[src/rtl/seq_div_8by4.sv]
// seq_div_8by4: sequential unsigned restoring divider.
//
// Divides a DW-bit dividend by a VW-bit divisor and produces one quotient
// bit per clock. The handshake is start/busy/done:
//   - start is sampled only while idle. The operands are captured on the
//     accepting edge and may change freely afterwards.
//   - busy is high for the DW cycles in which the division steps run.
//   - done pulses for one cycle. quotient, remainder and div0 are valid
//     in that cycle and hold until the next result or reset.
// A zero divisor skips the steps. The divider goes straight to the done
// cycle and returns quotient = all ones, remainder = 0 and div0 = 1.
//
// Ports:
//   clk        rising-edge clock
//   rst_n      asynchronous active-low reset
//   start      request pulse, sampled only when idle
//   dividend   DW-bit numerator, captured on acceptance
//   divisor    VW-bit denominator, captured on acceptance
//   quotient   DW-bit registered result
//   remainder  VW-bit registered result
//   busy       high while a division is in progress
//   done       one-cycle pulse when results are updated
//   div0       high when the last result came from a zero divisor
module seq_div_8by4 #(
    parameter int DW = 8,
    parameter int VW = 4
) (
    input  logic          clk,
    input  logic          rst_n,
    input  logic          start,
    input  logic [DW-1:0] dividend,
    input  logic [VW-1:0] divisor,
    output logic [DW-1:0] quotient,
    output logic [VW-1:0] remainder,
    output logic          busy,
    output logic          done,
    output logic          div0
);

    localparam int CW = (DW > 1) ? $clog2(DW) : 1;

    typedef enum logic [1:0] {
        S_IDLE = 2'd0,
        S_RUN  = 2'd1,
        S_DONE = 2'd2
    } state_t;

    state_t        state;
    logic [DW-1:0] q_reg;   // dividend shifts out as quotient bits shift in
    logic [VW-1:0] d_reg;
    logic [VW-1:0] r_reg;   // partial remainder; always < divisor between steps
    logic [CW-1:0] count;

    // One restoring step. r_reg < d_reg holds between steps, so the shifted
    // remainder fits in VW+1 bits. The MSB of the trial difference is the
    // borrow, and a clear borrow means the subtraction is kept.
    logic [VW:0]   r_shift;
    logic [VW:0]   r_trial;
    logic [VW-1:0] r_next;
    logic [DW-1:0] q_next;

    always_comb begin
        r_shift = {r_reg, q_reg[DW-1]};
        r_trial = r_shift - {1'b0, d_reg};
        r_next  = r_shift[VW-1:0];
        q_next  = {q_reg[DW-2:0], 1'b0};
        if (!r_trial[VW]) begin
            r_next = r_trial[VW-1:0];
            q_next = {q_reg[DW-2:0], 1'b1};
        end
    end

    always_ff @(posedge clk or negedge rst_n) begin
        if (!rst_n) begin
            state     <= S_IDLE;
            q_reg     <= '0;
            d_reg     <= '0;
            r_reg     <= '0;
            count     <= '0;
            quotient  <= '0;
            remainder <= '0;
            busy      <= 1'b0;
            done      <= 1'b0;
            div0      <= 1'b0;
        end else begin
            case (state)
                S_IDLE: begin
                    done <= 1'b0;
                    if (start) begin
                        q_reg <= dividend;
                        d_reg <= divisor;
                        r_reg <= '0;
                        count <= '0;
                        if (divisor == '0) begin
                            // Skip the steps; the results load right away.
                            state     <= S_DONE;
                            quotient  <= '1;
                            remainder <= '0;
                            div0      <= 1'b1;
                            done      <= 1'b1;
                            busy      <= 1'b0;
                        end else begin
                            state <= S_RUN;
                            busy  <= 1'b1;
                        end
                    end
                end
                S_RUN: begin
                    q_reg <= q_next;
                    r_reg <= r_next;
                    count <= count + 1'b1;
                    if (count == CW'(DW - 1)) begin
                        // Last step: publish results so they are valid with done.
                        state     <= S_DONE;
                        quotient  <= q_next;
                        remainder <= r_next;
                        div0      <= 1'b0;
                        done      <= 1'b1;
                        busy      <= 1'b0;
                    end
                end
                S_DONE: begin
                    // start is deliberately ignored here.
                    state <= S_IDLE;
                    done  <= 1'b0;
                    busy  <= 1'b0;
                end
                default: begin
                    state <= S_IDLE;
                    done  <= 1'b0;
                    busy  <= 1'b0;
                end
            endcase
        end
    end

endmodule
[config.mk]
export PLATFORM = sky130hd
export DESIGN_NAME = seq_div_8by4
export DESIGN_NICKNAME = d
export VERILOG_FILES = /design/src/rtl/seq_div_8by4.sv
export SDC_FILE = /design/constraint.sdc
export NUM_CORES = 1
export LEC_CHECK = 0
export CAP_MARGIN = 0
export CORE_UTILIZATION = 25
export CTS_CLUSTER_DIAMETER = 200
export DETAILED_ROUTE_END_ITERATION = 6
export PLACE_DENSITY = 0.51
export SLEW_MARGIN = 10
export SYNTH_ARGS = -nofsm -noshare
export SYNTH_HDL_FRONTEND = slang
export SYNTH_SLANG_ARGS = --single-unit
export TNS_END_PERCENT = 1
[constraint.sdc]
create_clock -name clk -period 4.03 [get_ports clk]
set_input_delay 0.6045 -clock clk [delete_from_list [all_inputs] [get_ports clk]]
set_output_delay 0.6045 -clock clk [all_outputs]
set_load 0.02 [all_outputs]
; After elaboration in Yosys (flattened, before gate mapping)
; Index checks and enable logic that the tools add are counted.
[totals]
ff_bits = 36
output_inout_bits = 15
elab_cells = 55
[classes]
n_addsub = 2
n_eq_ne = 5
mux = 31
n_reduce_logical = 7
[ops]
columns = cell, n
row1 = two-way mux 8 bit, 4
row2 = case mux 8 bit (2 select lines), 2
row3 = two-way mux 4 bit, 5
row4 = case mux 4 bit (2 select lines), 2
row5 = two-way mux 1 bit, 9
row6 = two-way mux 2 bit, 3
row7 = "!= test 2 bit, second input constant", 3
row8 = case mux 1 bit (2 select lines), 3
row9 = case mux 3 bit (2 select lines), 1
row10 = AND reduction 2 bit, 3
row11 = subtractor 5 x 4 -> 5 bit, 1
row12 = zero test 4 bit, 1
row13 = case mux 2 bit (2 select lines), 1
row14 = AND reduction 4 bit, 1
row15 = "adder 3 x 1 -> 3 bit, second input constant", 1
row16 = "equality test 3 bit, second input constant", 1
row17 = two-way mux 3 bit, 1
row18 = "equality test 2 x 1 -> 1 bit, second input constant", 1
row19 = zero test 2 bit, 1
row20 = nonzero test 2 bit, 1

; Longest topological paths before layout
; Gate-level depths: netlist of run 1.
[depth]
word_depth = 4
ltp_mapped = 8
mapped_depth_nobuf = 8

; Worst setup path before layout of run 1
; No wires, ideal clock.
[synth_path]
path_type = register to register
from = reg q_reg[7]
to = reg remainder[2]
setup_ns = 0.126
t_arrival_ns = 1.928
required_ns = 3.904
setup_slack_ns = 1.976
path_stages_with_launch = 9
n_path_buf = 0
cell_sequence = dfrtp_1 -> inv_1 -> ha_1 -> fa_1 -> nand2b_1 -> a21oi_2 -> xnor2_2 -> and3_4 -> a221o_1
[synth_between]
elab_chain_cells = 4
[synth_rtl]
columns = element, line_no
row1 = start: declaration, 49  ; logic [DW-1:0] q_reg;
row2 = start signal: assignment, 90  ; q_reg <= dividend;
row3 = start signal: assignment, 109  ; q_reg <= q_next;
row4 = subtractor 5 x 4 -> 5 bit, 64  ; r_trial = r_shift - {1'b0, d_reg};
row5 = two-way mux 4 bit, 67  ; if (!r_trial[VW]) begin
row6 = two-way mux 4 bit, 112  ; if (count == CW'(DW - 1)) begin
row7 = case mux 4 bit (2 select lines), 86  ; case (state)
row8 = end signal: assignment, 116  ; remainder <= r_next;
row9 = end: declaration, 34  ; output logic [VW-1:0] remainder,
; No other way between the ends. The select of a mux whose other input is x is not followed.
; A chain may end at the register's enable or synchronous reset.

; Worst setup path after layout of run 1
[layout_path]
from = reg q_reg[7]
to = reg r_reg[0]
[layout_between]
elab_chain_cells = 3
[layout_rtl]
columns = element, line_no
row1 = subtractor 5 x 4 -> 5 bit, 64
row2 = two-way mux 4 bit (*), 67
row3 = case mux 4 bit (2 select lines) (*), 86
row4 = end signal: assignment, 110  ; r_reg <= r_next;
row5 = end: declaration, 51  ; logic [VW-1:0] r_reg;
; Mark *: on every way between the ends. The rest lies on a longest branch, timed or not.

==> run metrics, run 1 <==
P_leak 0.917 nW; Worst-Skew Late Latency 0.29 ns; commonest non-fill, non-tap cell in the layout dfrtp_1; critical path type flip-flop to flip-flop; pin count of the biggest net entering global routing 37; max cap viols 0; root buf cell clkbuf_8; Yosys reg bits 36; first-pass iteration count of the detailed router 6; Detailed Place HPWL 2550 um; status complete, but fails checks; Post-Syn Nets around 190; CP max stage cell fa_1; vias in the first global route between 1000 and 1500; clock transition at the registers of the reported paths 0.08 ns; total clock sinks 36; gpl congestion 0.764; setup violators final 0; RSZ-0062 raised after global routing false; violated checks design-rule violations; n_diodes 0; worst hold path type flip-flop to flip-flop; multi-input logic area a little over 700 um2; H-tree depth 2; initial core utilization 0.262; # fillers 654; CTS tree yes; worst reg-to-reg setup slack 1.77 ns; Total GRT Usage 0.112; critical path arrival about 2.5 ns; Storage cell area ~900 um2; I/O Pins 30; Core Box Area 0.00642 mm2; initial antenna violation count 0; Power per Cell Area 878 mW/mm2; die height 84.1 um; Synthesis Warnings 0; crit end category flip-flop; post_cts resized 0; postcts setup bufs 0; Crit Path Max Fanout 8; Syn-to-layout area delta 27.4%; Hold Path Depth 2; Clock Path Buffers 2; fmax 443 MHz; Layout Skew 0.00886 ns; Num CTS Buffers 5; Die ar. approximately 0.0071 mm2; Slew headroom 0.454; DRC 2; Seq/Total Area, Yosys 0.535; Final Cycle Share 0.560; commonest non-fill, non-tap cells in the layout dfrtp_1 (36), clkdlybuf4s50_1 (29), nor2_1 (21); fraction of layout cells with a size suffix above 1 0.0914; final WL about 3600 um; routed vias 1250; row cnt 29; global-route wire length before repair 6180 um; final hold violations 0; critical-path cell list inv_1 -> ha_1 -> fa_1 -> nand2b_1 -> a21oi_2 -> xnor2_2 -> mux2_2 -> o21ai_0; gr ovfl total 0; Critical Path RT 4.22 ns; drt first-iter violations 91; antenna-violating nets left 0; Cells after Synth 165; Startpoint Class flip-flop; CTS Hold Bufs 0; Worst-Margin Slew 0.819 ns; Sum Neg Setup Slack 0 ns; min Tclk post-route 2.26 ns; Max VDD drop 0.192 mV; Non-Filler Instances 274; dpl cells 266; post-synth cell types 33; Via density between 4 and 5; final-report max-slew violation count 0; Synth Cell Area approximately 0.0017 mm2; Die Width 84.1 um; fin nets 218; Avg Cell Area, Syn slightly above 10 um2; IO Port Bufs 29; Worst R2R Path Depth 8; Routed WL per cell 13.1 um; Worst path max stage delay 0.40 ns
-- layout make-up --
| class | instances | share of cell area |
|---|---|---|
| Clock buffer | 7 | 0.0402 |
| Clock inverter | 1 | 0.00350 |
| Inverter | 8 | 0.0140 |
| Multi-Input combinational cell | 114 | 0.336 |
| Sequential cell | 36 | 0.420 |
| Tap cell | 77 | 0.0449 |
| Timing Repair Buffer | 31 | 0.142 |
-- cells by family (layout without fill, tap and decap cells) --
kind of cell             Yosys count  count (layout)  share of synthesized area
AO/OA/AOI/OAI                     33              33                      0.119
multiplexers                      11              11                     0.0676
adder cells (fa/ha/maj)            7               7                     0.0564
flip-flops                        36              36                      0.535
XOR/XNOR                           3               3                     0.0200
AND/OR/NAND/NOR                   60              60                      0.165
buffers and inverters             15              47                     0.0379
-- worst paths after layout --
path / startpoint / to
min reg2reg: q_reg[7] / q_reg[7]
max in group asynchronous: rst_n / d_reg[1]
max reg2reg: q_reg[7] / r_reg[0]
min: q_reg[7] / q_reg[7]
max: q_reg[7] / r_reg[0]
min in group asynchronous: rst_n / q_reg[5]
-- where the power goes --
part | switching (W) | leakage (nW) | internal [W] | total, W
Sequential | 0.000136 | 0.431 | 0.000542 | 0.000678
Combinational | 0.000493 | 0.441 | 0.000449 | 0.000942
Clock | 0.000126 | 0.0445 | 0.000139 | 0.000265
-- synthesized netlist by cell type --
library cell  number  area [um2]
dfrtp_1           36         901
nor2_1            21        78.8
nand2_1           20        75.1
o21ai_0           18        90.1
nor3_1            10        50.1
mux2i_1            8        80.1
inv_1              7        26.3
ha_1               6        75.1
a21oi_1            4        20.0
nand2b_1           4        25.0
clkbuf_1           3        11.3
mux2_2             3        33.8
a22o_1             2        17.5
a31oi_1            2        12.5
buf_2              2        10.0
xor2_1             2        17.5
a211o_2            1        10.0
a211oi_1           1        7.51
a21oi_2            1        8.76
a221o_1            1        10.0
a221oi_1           1        8.76
and2_1             1        6.26
and3_4             1        11.3
buf_4              1        7.51
clkbuf_2           1        5.00
fa_1               1        20.0
inv_2              1        3.75
nor2b_1            1        6.26
nor3b_4            1        18.8
nor4_1             1        6.26
o21a_1             1        7.51
o21bai_1           1        7.51
xnor2_2            1        16.3
-- critical path, delay by kind of cell (launching register included) --
family          cells  cell delay, ns
compound gates      2            0.32
mux                 1            0.40
simple gates        1            0.18
flops               1            0.35
xor+xnor            1            0.24
buf+inv             1            0.05
fa+ha+maj           2            0.62
-- metrics by stage --
stage / instance area, um2 / setup WS, ns / total power, W / hold WS [ns] / util
global route: 2150 / 1.60 / 0.00205 / 0.522 / 0.334
detailed placement: 2050 / 1.55 / 0.00164 / 0.476 / 0.320
finish: 2150 / 1.77 / 0.00189 / 0.488 / 0.334
floorplan: 1690 / 1.98 / 0.00133 / 0.309 / -
global placement: 2050 / 1.59 / 0.00164 / 0.465 / 0.320
CTS: 2150 / 1.76 / 0.00191 / 0.493 / 0.334
-- routing by layer --
layer | vias up | track usage | part of all wire
met5 | - | 0 | 0
met1 | 599 | 0.145 | 0.49
met2 | 21 | 0.179 | 0.46
li1 | 625 | - | -
met4 | 0 | 0.0376 | 0.012
met3 | 5 | 0.0346 | 0.040
(Power assumes the default switching activity.)
==> run 2, diff against run 1 <==
==> constraint.sdc (replaced) <==
create_clock -name clk -period 2.25 [get_ports clk]
set_input_delay 0.3375 -clock clk [delete_from_list [all_inputs] [get_ports clk]]
set_output_delay 0.3375 -clock clk [all_outputs]
set_load 0.02 [all_outputs]
==> run metrics, run 2 (synthesis gave the netlist of run 1 again) <==
max cap viols 0; I/O Pins 30; row cnt 29; Layout Skew 0.00439 ns; CP max stage cell fa_1; status complete, but fails checks; die height 84.1 um; Worst-Skew Late Latency 0.29 ns; design area ~0.0022 mm2; Routed WL per cell 13.4 um; Internal 0.00226 W; total clock sinks 36; fraction of layout cells with a size suffix above 1 0.137; routed vias 1261; Max VDD drop 0.441 mV; commonest non-fill, non-tap cells in the layout dfrtp_1 (36), clkdlybuf4s50_1 (29), nor2_1 (21); final-report max-slew violation count 0; worst reg-to-reg setup slack 0.07 ns; Clk pwr share 0.136; worst slack, placed 0.0585 ns; Total GRT Usage 0.117; Startpoint Class flip-flop; Worst path max stage delay 0.42 ns; Psw 0.00144 W; crit end category flip-flop; Worst R2R Path Depth 9; Detailed Place HPWL 2630 um; Sw Share 0.389; Die Width 84.1 um; H-tree depth 2; Critical Path RT 2.42 ns; first-pass iteration count of the detailed router 5; Power per Cell Area 1650 mW/mm2; PnR worst setup slack between 0.07 and 0.08 ns; final core occ 0.349; gpl congestion 0.711; initial antenna violation count 0; global-route wire length before repair 6380 um; Die ar. 0.00707 mm2; gr ovfl total 0; critical path type flip-flop to flip-flop; final hold violations 0; commonest non-fill, non-tap cell in the layout dfrtp_1; fin nets 227; violated checks design-rule violations; Clock Path Buffers 2; Reg-to-Reg End r_reg[2]; part of the power in combinational logic 0.540; DRC 2; drt first-iter violations 41; CTS Hold Bufs 0; # fillers 662; Slew headroom 0.471; Non-Filler Instances around 280; Worst-Margin Slew 0.794 ns; Num CTS Buffers 5; dpl cells 272; worst hold path type input pin to asynchronous set/reset pin; Via density ~4.5; antenna-violating nets left 0; clock transition at the registers of the reported paths 0.07 ns; Core Box Area between 0.006 and 0.007 mm2; critical-path cell list inv_1 -> ha_1 -> fa_1 -> nand2b_4 -> a21oi_4 -> xnor2_4 -> buf_4 -> nor3_1 -> a211o_2; vias in the first global route 1273; fmax 460 MHz; CTS tree yes; Crit Path Max Fanout 6; P_leak a little under 1 nW; r2r startpoint q_reg[7]; Worst setup startpoint q_reg[7]; pin count of the biggest net entering global routing 37; total design power 0.00370 W; n_diodes 0; Final Cycle Share 0.967; placed inst area 0.00210 mm2; min Tclk post-route approximately 2.2 ns; root buf cell clkbuf_8; IO Port Bufs 29; initial core utilization 0.262; setup violators final 0; critical path arrival 2.35 ns; final WL 3790 um; Flop pwr share 0.324; Syn-to-layout area delta 33.1%
## run 2: changes by cell type in the layout (fill, tap and decap cells not counted), sizes merged
cell,previous run,this run
buf,2,11
clkinvlp,1,0
## run 2: power groups by stage
stage	logic (W)	clock network, W	registers [W]
floorplan	0.00107	0	0.00130
global placement	0.00175	0	0.00121
detailed placement	0.00178	0	0.00121
CTS	0.00178	0.000519	0.00120
global route	0.00220	0.000541	0.00125
finish	0.00200	0.000503	0.00120
## run 2: metal layers
layer	global-route usage	routed length (um)	vias up
met2	0.184	1800	16
met5	0	0	-
met4	0.0611	68	0
li1	-	-	639
met1	0.153	1810	599
met3	0.0237	102	7
## run 2: how the worst max path moves through the flow
stage	end	slack, ns	cells past startpoint
after global placement	remainder[2]	0.11	8
after global routing	remainder[1]	-0.004	8
after CTS	r_reg[1]	0.05	8
after detailed placement	remainder[2]	0.06	8
final	r_reg[2]	0.07	9
after floorplan	remainder[2]	0.20	8
## run 2: cell type report
class	count	area, um2	share of cell area
clock buffer	7	96.3	0.0429
inverter	8	30.0	0.0134
multi-input combinational	114	747	0.333
sequential	36	901	0.402
tap	77	96.3	0.0429
timing repair buffer	40	373	0.166
## run 2: what timing repair did
item | in CTS | in global routing
resized for setup | 0 | 4
setup endpoints to repair | 0 | 5
buffers inserted | 0 | 3
## run 2: metrics by stage
stage,hold slack (ns),setup TNS (ns)
global route,0.520,-0.00685
global placement,0.472,0
CTS,0.488,0
floorplan,0.0419,0
detailed placement,0.471,0
finish,0.480,0
## run 2: worst max-delay path, delay by kind of cell, from the launching register on
family                     cells  cell delay [ns]
adders and majority gates      2             0.63
AOI/OAI and AO/OA              2             0.49
DFF                            1             0.34
and+or+nand+nor                2             0.22
buffers and inverters          2             0.21
xor gates and xnor gates       1             0.17
==> run 3, diff against run 2 <==
--- a/config.mk
+++ b/config.mk
@@ -9,7 +9,8 @@
 export CORE_UTILIZATION = 25
 export CTS_CLUSTER_DIAMETER = 200
 export DETAILED_ROUTE_END_ITERATION = 6
-export PLACE_DENSITY = 0.51
+export DONT_BUFFER_PORTS = 1
+export PLACE_DENSITY = 0.45
 export SLEW_MARGIN = 10
 export SYNTH_ARGS = -nofsm -noshare
 export SYNTH_HDL_FRONTEND = slang
==> run metrics, run 3 (synthesis gave the netlist of run 1 again) <==
status complete, but fails checks; violated checks design-rule violations; fin nets just under 200; worst reg-to-reg setup slack roughly 0.096 ns; Non-Filler Instances 252; initial antenna violation count 0; die height 84.1 um; Critical Path RT 2.42 ns; drt first-iter violations 65; final hold violations 0; hold_ws around 0.17 ns; first-pass iteration count of the detailed router 5; Psw ~0.0014 W; pin count of the biggest net entering global routing 37; commonest non-fill, non-tap cells in the layout dfrtp_1 (36), nor2_1 (21), nand2_1 (20); clock transition at the registers of the reported paths 0.07 ns; Layout Skew 0.00492 ns; global-route wire length before repair 6470 um; Die Width 84.1 um; max cap viols 0; vias in the first global route 1305; commonest non-fill, non-tap cell in the layout dfrtp_1; root buf cell clkbuf_8; Sw Share 0.410; Slew headroom 0.632; Total GRT Usage 0.119; final-report max-slew violation count 0; Core Box Area 0.00642 mm2; min Tclk post-route 2.15 ns; initial core utilization 0.262; I/O Pins 30; fmax 464 MHz; Final Cycle Share 0.957; Syn-to-layout area delta 17.1%; wl on met1 around 1700 um; worst hold path type input pin to flip-flop; met3 wire len between 150 and 200 um; final WL 3790 um; part of the power in combinational logic 0.448; critical path arrival 2.33 ns; antenna-violating nets left 0; metal2 WL 1870 um; routed vias 1175; row cnt 29; IO Port Bufs 0; DR top layer met4; Clock Path Buffers 2; Worst-Margin Slew 0.547 ns; total design power approximately 0.0035 W; final core occ 0.307; gr ovfl total 0; Detailed Place HPWL 2620 um; P_leak 0.856 nW; Die ar. 0.00707 mm2; fraction of layout cells with a size suffix above 1 0.154; n_diodes 0; Power per Cell Area 1780 mW/mm2; DRC 2; Worst-Skew Late Latency 0.28 ns; Num CTS Buffers 5; critical path type flip-flop to flip-flop; Flop pwr share 0.394; gpl congestion 0.700; crit end category flip-flop; Sum Neg Setup Slack 0 ns; Clk pwr share 0.159; total clock sinks 36; CTS tree yes; Internal 0.00208 W; Via density 4.66; setup violators final 0; dpl cells 240; Crit Path Max Fanout 6; Routed WL per cell 15.1 um; Max VDD drop 0.342 mV; Startpoint Class flip-flop; H-tree depth 2
==> run 3: path summary, 6_finish.rpt <==
kind	from	end	cells after the start
min in group asynchronous	rst_n	quotient[4]	2
max	q_reg[7]	remainder[2]	8
max reg2reg	q_reg[7]	remainder[2]	8
max in group asynchronous	rst_n	r_reg[2]	2
min reg2reg	q_reg[7]	q_reg[7]	2
min	divisor[2]	d_reg[2]	2
==> run 3: power groups by stage <==
stage | clock (W) | combinational [W] | sequential, W
2_1_floorplan | 0 | 0.00107 | 0.00130
3_3_place_gp | 0 | 0.00128 | 0.00140
3_5_place_dp | 0 | 0.00130 | 0.00140
4_1_cts | 0.000582 | 0.00133 | 0.00139
5_1_grt | 0.000608 | 0.00180 | 0.00144
6_report | 0.000559 | 0.00158 | 0.00139
==> run 3: worst max-delay path, stage by stage, from the launching register on <==
cell and delay (ns):
dfrtp_1 0.34, inv_1 0.05, ha_1 0.22, fa_2 0.36
nand2b_4 0.17, a21oi_4 0.21, xnor2_4 0.15, and3_4 0.21
a221o_1 0.33
==> run 3: through the flow <==
step                      area (um2)  setup slack [ns]
after floorplan                 1690             0.196
after global placement          1790             0.111
after detailed placement        1790            0.0523
after CTS                       1920            0.0439
after global routing            1970          -0.00994
final                           1970            0.0959
==> run 3: final cells by class <==
type                       instances  area, um2
timing repair buffer               9       86.3
clock inverter                     2       35.0
clock buffer                       6       72.6
fill                             662       4450
multi-input combinational        114        753
inverter                           8       30.0
sequential                        36        901
tap                               77       96.3
==> run 3: routing by layer <==
layer | up-vias | GRT usage
li1 | 577 | -
met1 | 576 | 0.141
met2 | 15 | 0.194
met3 | 7 | 0.0386
met4 | 0 | 0.0596
met5 | - | 0
==> run 3: what timing repair did <==
action / 4_1_cts / 5_1_grt
hold buffers: 2 / 0
endpoints found under the hold margin: 36 / 0
endpoints found under the setup margin: 0 / 8
buffers inserted: 0 / 2
resized for setup: 0 / 7
